File: config.mk
export PLATFORM = sky130hd
export DESIGN_NAME = idma_obi_mem_responder
export DESIGN_NICKNAME = d
export VERILOG_FILES = /design/src/rtl/idma_obi_mem_responder.sv
export SDC_FILE = /design/constraint.sdc
export NUM_CORES = 1
export LEC_CHECK = 0
export ABC_AREA = 0
export BUFFER_PORTS_ARGS = -buffer_cell sky130_fd_sc_hd__buf_4
export CAP_MARGIN = 40
export CORE_ASPECT_RATIO = 0.5
export CORE_MARGIN = 3
export CORE_UTILIZATION = 46
export DETAILED_ROUTE_END_ITERATION = 10
export PLACE_DENSITY_LB_ADDON = 0.15
export SLEW_MARGIN = 20
export SYNTH_ARGS = -nofsm -noshare
export SYNTH_HDL_FRONTEND = slang
export SYNTH_SLANG_ARGS = --single-unit
File: constraint.sdc
create_clock -name clk_i -period 3.6 [get_ports clk_i]
set_input_delay 0.54 -clock clk_i [delete_from_list [all_inputs] [get_ports clk_i]]
set_output_delay 0.54 -clock clk_i [all_outputs]
set_load 0.1 [all_outputs]
File: src/rtl/idma_obi_mem_responder.sv
// OBI subordinate terminating an iDMA channel port onto one single-port SRAM bank.
// Optional address range check with error responses: define IDMA_OBI_RESP_ADDR_CHECK_EN.
module idma_obi_mem_responder #(
  parameter int unsigned          AddrWidth    = 32,
  parameter int unsigned          DataWidth    = 32,
  parameter int unsigned          IdWidth      = 1,
  parameter int unsigned          MemAddrWidth = 10,
  parameter logic [AddrWidth-1:0] BaseAddr     = AddrWidth'(32'h0001_0000),
  parameter int unsigned          RspFifoDepth = 2
) (
  input  logic                    clk_i,
  input  logic                    rst_ni,
  input  logic                    obi_req_i,
  output logic                    obi_gnt_o,
  input  logic [AddrWidth-1:0]    obi_addr_i,
  input  logic                    obi_we_i,
  input  logic [DataWidth/8-1:0]  obi_be_i,
  input  logic [DataWidth-1:0]    obi_wdata_i,
  input  logic [IdWidth-1:0]      obi_aid_i,
  output logic                    obi_rvalid_o,
  input  logic                    obi_rready_i,
  output logic [DataWidth-1:0]    obi_rdata_o,
  output logic [IdWidth-1:0]      obi_rid_o,
  output logic                    obi_err_o,
  output logic                    mem_req_o,
  input  logic                    mem_gnt_i,
  output logic                    mem_we_o,
  output logic [MemAddrWidth-1:0] mem_addr_o,
  output logic [DataWidth/8-1:0]  mem_be_o,
  output logic [DataWidth-1:0]    mem_wdata_o,
  input  logic [DataWidth-1:0]    mem_rdata_i
);

  localparam int unsigned StrbWidth  = DataWidth / 8;
  localparam int unsigned OffWidth   = $clog2(StrbWidth);
  localparam int unsigned PtrWidth   = (RspFifoDepth > 1) ? $clog2(RspFifoDepth) : 1;
  localparam int unsigned CntWidth   = $clog2(RspFifoDepth + 1);
  localparam int unsigned EntryWidth = DataWidth + IdWidth + 1;

  logic                    init_q;
  logic                    in_range;
  logic [MemAddrWidth-1:0] word_idx;
  logic                    credit;
  logic                    pop;
  logic                    push;
  logic                    fifo_empty;
  logic                    fifo_wr;
  logic                    fifo_rd;
  logic [CntWidth-1:0]     outstanding_q;
  logic [CntWidth-1:0]     fifo_cnt_q;
  logic [PtrWidth-1:0]     wr_ptr_q;
  logic [PtrWidth-1:0]     rd_ptr_q;
  logic                    meta_valid_q;
  logic                    meta_we_q;
  logic                    meta_err_q;
  logic [IdWidth-1:0]      meta_aid_q;
  logic [EntryWidth-1:0]   push_entry;
  logic [EntryWidth-1:0]   head_entry;
  logic [EntryWidth-1:0]   fifo_q [RspFifoDepth];

`ifdef IDMA_OBI_RESP_ADDR_CHECK_EN
  localparam logic [AddrWidth:0] BankBytes = (AddrWidth+1)'(1) << (OffWidth + MemAddrWidth);
  logic [AddrWidth-1:0] addr_off;

  // Base is bank-aligned, so the low offset bits are the word index directly.
  assign addr_off = obi_addr_i - BaseAddr;
  assign in_range = (obi_addr_i >= BaseAddr) && ({1'b0, addr_off} < BankBytes);
  assign word_idx = addr_off[OffWidth +: MemAddrWidth];
`else
  logic unused_addr;

  assign in_range    = 1'b1;
  assign word_idx    = obi_addr_i[OffWidth +: MemAddrWidth];
  assign unused_addr = ^{obi_addr_i, BaseAddr};
`endif

  // A retiring response frees its credit in the same cycle.
  assign pop       = obi_rvalid_o && obi_rready_i;
  assign credit    = init_q && ((outstanding_q < CntWidth'(RspFifoDepth)) || pop);
  assign obi_gnt_o = obi_req_i && credit && (!in_range || mem_gnt_i);

  assign mem_req_o   = obi_req_i && credit && in_range;
  assign mem_we_o    = obi_we_i;
  assign mem_addr_o  = word_idx;
  assign mem_be_o    = obi_be_i;
  assign mem_wdata_o = obi_wdata_i;

  // Response entry assembled one cycle after grant, when SRAM read data is valid.
  assign push       = meta_valid_q;
  assign push_entry = {(meta_we_q || meta_err_q) ? DataWidth'(0) : mem_rdata_i,
                       meta_aid_q, meta_err_q};
  assign fifo_empty = (fifo_cnt_q == CntWidth'(0));
  assign fifo_wr    = push && !(fifo_empty && pop);
  assign fifo_rd    = pop && !fifo_empty;
  assign head_entry = fifo_empty ? push_entry : fifo_q[rd_ptr_q];

  assign obi_rvalid_o = !fifo_empty || meta_valid_q;
  assign {obi_rdata_o, obi_rid_o, obi_err_o} = head_entry;

  // Grants are held off until the first clock after reset release.
  always_ff @(posedge clk_i or negedge rst_ni) begin
    if (!rst_ni) begin
      init_q        <= 1'b0;
      outstanding_q <= '0;
      meta_valid_q  <= 1'b0;
      meta_we_q     <= 1'b0;
      meta_err_q    <= 1'b0;
      meta_aid_q    <= '0;
    end else begin
      init_q       <= 1'b1;
      meta_valid_q <= obi_gnt_o;
      if (obi_gnt_o) begin
        meta_we_q  <= obi_we_i;
        meta_err_q <= !in_range;
        meta_aid_q <= obi_aid_i;
      end
      if (obi_gnt_o && !pop) begin
        outstanding_q <= outstanding_q + CntWidth'(1);
      end else if (!obi_gnt_o && pop) begin
        outstanding_q <= outstanding_q - CntWidth'(1);
      end
    end
  end

  // Response FIFO control.
  always_ff @(posedge clk_i or negedge rst_ni) begin
    if (!rst_ni) begin
      fifo_cnt_q <= '0;
      wr_ptr_q   <= '0;
      rd_ptr_q   <= '0;
    end else begin
      if (fifo_wr) begin
        wr_ptr_q <= (wr_ptr_q == PtrWidth'(RspFifoDepth - 1)) ? '0 : wr_ptr_q + PtrWidth'(1);
      end
      if (fifo_rd) begin
        rd_ptr_q <= (rd_ptr_q == PtrWidth'(RspFifoDepth - 1)) ? '0 : rd_ptr_q + PtrWidth'(1);
      end
      if (fifo_wr && !fifo_rd) begin
        fifo_cnt_q <= fifo_cnt_q + CntWidth'(1);
      end else if (!fifo_wr && fifo_rd) begin
        fifo_cnt_q <= fifo_cnt_q - CntWidth'(1);
      end
    end
  end

  always_ff @(posedge clk_i) begin
    if (fifo_wr) begin
      fifo_q[wr_ptr_q] <= push_entry;
    end
  end

endmodule

# [Yosys cells after proc, flatten, opt, wreduce, memory -nomap -nowiden]
# Memory sizes are Yosys's and may differ from the RTL's.
# Index checks and enable logic that the tools add are counted.
[op_classes] add_sub_neg=6 multipliers=0 n_div=0 n_lt_le_gt_ge=1 n_eq_ne=0 shifts=0 mux=10 n_bitwise=0 reduce_logical=22
[op_table] operator="34-bit two-way mux" count=1
[op_table] operator="32-bit two-way mux" count=1
[op_table] operator="1-bit logical AND" count=11
[op_table] operator="2-bit two-way mux" count=4
[op_table] operator="1-bit logical NOT" count=6
[op_table] operator="2-bit by 1-bit adder with 2-bit output, second input constant" count=2
[op_table] operator="1-bit two-way mux" count=4
[op_table] operator="2-bit nonzero test" count=2
[op_table] operator="2-bit by 1-bit subtractor with 2-bit output, second input constant" count=2
[op_table] operator="1-bit adder, second input constant" count=2
[op_table] operator="2-bit logical NOT" count=1
[op_table] operator="1-bit logical OR" count=2
[op_table] operator="2-bit less-than comparator, second input constant" count=1
[word_totals] ff_bits=10 latchBits=0 ram_bits=66 romBits=0 input_bits=107 output_inout_bits=84 elab_cells=48 mem_count=1
[mem_list] name="fifo_q" depth=2 word_bits=33 rd=1 rd_clocked_by_memory_dff=0 write_ports=1 line_no="59" rtl="logic [EntryWidth-1:0] fifo_q [RspFifoDepth];"

# [Longest topological paths before layout]
[depth] word_depth=12 ltp_mapped=6 depth_no_buf=6

# [Least setup slack after synthesis]
# OpenSTA, ideal clock, no wires.
[synth_path] path_type="reg-to-output" startpoint="register fifo_cnt_q[0]" endpoint="output port obi_rdata_o[10]" t_arrival_ps=2433 required_ps=3060 setup_slack_ps=627 path_stages_with_launch=5 n_path_buf=2 path_cell_list="dfrtp_1 -> or2_1 -> buf_6 -> buf_2 -> a21oi_1"
[synth_via] elab_chain_cells=2
[synth_rtl] element="from (decl)" line_no="50" rtl="logic [CntWidth-1:0] fifo_cnt_q;"
[synth_rtl] element="from (signal assigned)" line_no="139" rtl="fifo_cnt_q <= fifo_cnt_q + CntWidth'(1);"
[synth_rtl] element="from (signal assigned)" line_no="141" rtl="fifo_cnt_q <= fifo_cnt_q - CntWidth'(1);"
[synth_rtl] element="2-bit logical NOT" line_no="92" rtl="assign fifo_empty = (fifo_cnt_q == CntWidth'(0));"
[synth_rtl] element="34-bit two-way mux" line_no="95" rtl="assign head_entry = fifo_empty ? push_entry : fifo_q[rd_ptr_q];"
[synth_rtl] element="to (decl)" line_no="22" rtl="output logic [DataWidth-1:0] obi_rdata_o,"
# Every way passes these cells.

# [Final worst setup path]
[layout_path] startpoint="register fifo_cnt_q[0]" endpoint="output port obi_rdata_o[7]"
# Same word-level chain as after synthesis.

==> impl_metrics.py <==
metrics = {
    "global_route": {
        "grt_antenna_before_repair": 0,
        "grt_pass1_wl_mm": 11.92,
        "grt_pass1_vias": 2272,
        "grt-ovfl-total": 0,
        "grt_start_max_net_pins": 37,
        "track_usage": 0.1588,
    },
    "floorplanning": {
        "io-pin-count": 191,
        "die_x_um": 135.6,
        "row_count": 22,
        "start_util": 0.4992,
        "fp.dieArea_um2": 9596,
        "coreArea_um2": 7735,
        "dieHeight_um": 70.79,
    },
    "worst_setup_path": {
        "cp_slowest_cell": "or2_2",
        "cp_top_family": "simple AND/OR/NAND/NOR gates",
        "worst-path-max-fanout": 36,
        "crit_path_end_kind": "output pin",
        "critical_path_buf_inv_count": 2,
        "critPathRequiredTime_ns": 3.06,
        "startpoint": "fifo_cnt_q[0]$_DFFE_PN0P_",
        "path_cells": "or2_2 -> buf_12 -> nor2_1 -> a21oi_2 -> buf_4",
        "cp-start-kind": "register",
        "max_stage_delay_ns": 0.67,
        "path_class": "register to output pin",
        "reg2reg_from": "fifo_cnt_q[0]$_DFFE_PN0P_",
        "cp.arrival_ns": 2.32,
    },
    "clocking": {
        "cts_buffers": 9,
        "ctsHoldBuffers": 0,
        "post_cts_resized": 0,
        "max-clock-path-buffers": 2,
        "worstSkewPairLatency_ns": 0.33,
        "cts.sinks": 76,
        "h-tree-depth": 3,
        "cts_tree": "built",
        "clockRootBuffer": "clkbuf_16",
        "post_cts_buffers": 0,
        "clk_pin_slew_worst_paths_ns": 0.06,
    },
    "route": {
        "avgViaCountPerCell": 4.989,
        "num_vias": 2220,
        "dr_wl_met3_um": 737,
        "top_layer_used": "met4",
        "routedWlPerCell_um": 17.07,
        "drt-total-wl_mm": 7.595,
        "wl_met2_mm": 3.691,
        "wl_met1_mm": 2.958,
        "drt_pre_antenna_iters": 4,
        "drtIter0Drc": 90,
        "ant_nets": 0,
        "route.detailed.drc": 0,
    },
    "synthesis": {
        "synthFlopType": "edfxtp_1",
        "ys_seq_area_frac": 0.5781,
        "synthTopCellsByArea": "edfxtp_1, buf_4, mux2i_1, a21oi_2, dfrtp_1",
        "synthAdderAreaFrac": 0.003240,
        "yosys.area.top_type": "edfxtp_1",
        "synth_edf_count": 66,
        "avgSynthCellArea_um2": 12.70,
        "synth_compound_area_frac": 0.08587,
        "synth_top_area_frac": 0.5133,
        "synth_xor_area_frac": 0.01134,
        "yosys.cell_types.count": 26,
        "synthTopCellsByCount": "edfxtp_1, buf_4, nor2_1, mux2i_1, nor2b_1",
        "syn_inst": 304,
        "synth-simple-area-share": 0.1037,
        "syn-num-nets": 412,
        "yosysMostFrequentCell": "edfxtp_1",
        "synth_seq_cells": 76,
        "netlist_area_um2": 3861,
        "yosys_warnings": 0,
        "synthMuxAreaShare": 0.09397,
        "synth-async-reset-ratio": 0.1316,
        "synth_top_family_by_area": "buffers and inverters",
    },
    "sta": {
        "max_freq_ghz": 0.3495,
        "finalMaxSlewViolations": 0,
        "worstMarginPinSlew_ns": 0.7723,
        "fin_worst_skew_ns": 0.005539,
        "period_needed_ns": 2.861,
        "slew_headroom": 0.4851,
        "post-route-period-util": 0.7947,
        "setup_viol": 0,
        "fin_setup_tns_ns": 0,
        "rsz0062_at_grt": "false",
        "hold_violations": 0,
    },
    "run": {
        "max-cap-violations": 0,
    },
    "status": {
        "outcome": "finished, final reports clean",
    },
    "placement": {
        "port_buffers": 75,
        "hpwl_mm": 5.171,
        "routabilityCongestion": 0.7232,
    },
    "min_path": {
        "hp-class": "input pin to async pin",
    },
    "final_layout": {
        "syn2layout_area_growth_pct": 15.46,
        "n_antenna_cell": 0,
        "fill_cells": 632,
        "layout-drive-gt1-share": 0.3917,
        "fin_nets": 440,
    },
}
[flip-flops by register name, indices dropped and copies added (netlist names)]
signal / count
rd_ptr_q: 1
meta_we_q: 1
fifo_q: 66
wr_ptr_q: 1
meta_valid_q: 1
outstanding_q: 2
init_q: 1
fifo_cnt_q: 2
meta_aid_q: 1
[stage by stage]
step	hold WS (ns)	std cells	setup WS, ns	cell area (µm²)	util
global route	0.02720	445	0.5628	4458	0.5764
detailed placement	0.3742	429	1.055	4177	0.5400
finish	0.03086	445	0.7390	4458	0.5764
floorplan	0.2444	304	0.6270	3861	-
global placement	0.3731	429	1.117	4175	0.5398
CTS	0.02861	445	0.7202	4458	0.5764
[worst paths after layout]
path | depth (start not counted) | slack [ns] | endpoint
setup / recovery | 5 | 0.74 | obi_rdata_o[7]
hold / removal | 1 | 0.03 | wr_ptr_q$_DFFE_PN0P_
setup reg to reg | 5 | 1.08 | fifo_q[1][30]$_DFFE_PP_
hold reg to reg | 0 | 0.49 | fifo_q[1][0]$_DFFE_PP_
max in group asynchronous | 1 | 3.41 | meta_we_q$_DFFE_PN0P_
min in group clk_i | 2 | 0.44 | meta_aid_q$_DFFE_PN0P_
[cell families (layout without fill, tap and decap cells)]
family / count (synthesis) / after routing
fa+ha+maj: 1 / 1
xor+xnor: 5 / 5
compound gates: 39 / 39
simple gates: 80 / 80
flops: 76 / 76
buf+inv: 65 / 98
mux: 36 / 36
other cells: 2 / 2
[layer usage]
metal  up-vias  track usage
met2        88       0.2621
met4         0      0.06592
li1       1065            -
met1      1029       0.1843
met3        38      0.06747
met5         -            0
[cell usage in the layout, fill, tap and decap left out, types with 3 or more instances in the layout]
cell	Yosys	routed
buf_4	48	78
edfxtp_1	66	66
nor2_1	37	35
mux2i_1	34	34
nor2b_1	33	33
a21oi_2	31	31
clkbuf_16	0	9
dfrtp_1	10	8
a21oi_1	6	6
nand2_1	3	3
xnor2_1	3	3
[area by class of cell]
cell class / count / area, µm² / share of cell area
Clock buffer: 13 / 260.3 / 0.05838
Clock inverter: 3 / 21.27 / 0.004771
Sequential cell: 76 / 2235 / 0.5013
Timing Repair Buffer: 80 / 625.6 / 0.1403
Tap cell: 108 / 135.1 / 0.03031
Inverter: 2 / 7.507 / 0.001684
Multi-Input combinational cell: 163 / 1174 / 0.2633
Power is left out: the tool's default activity adds up to more than one toggle a clock period on the data nets, which glitch-free logic cannot reach.
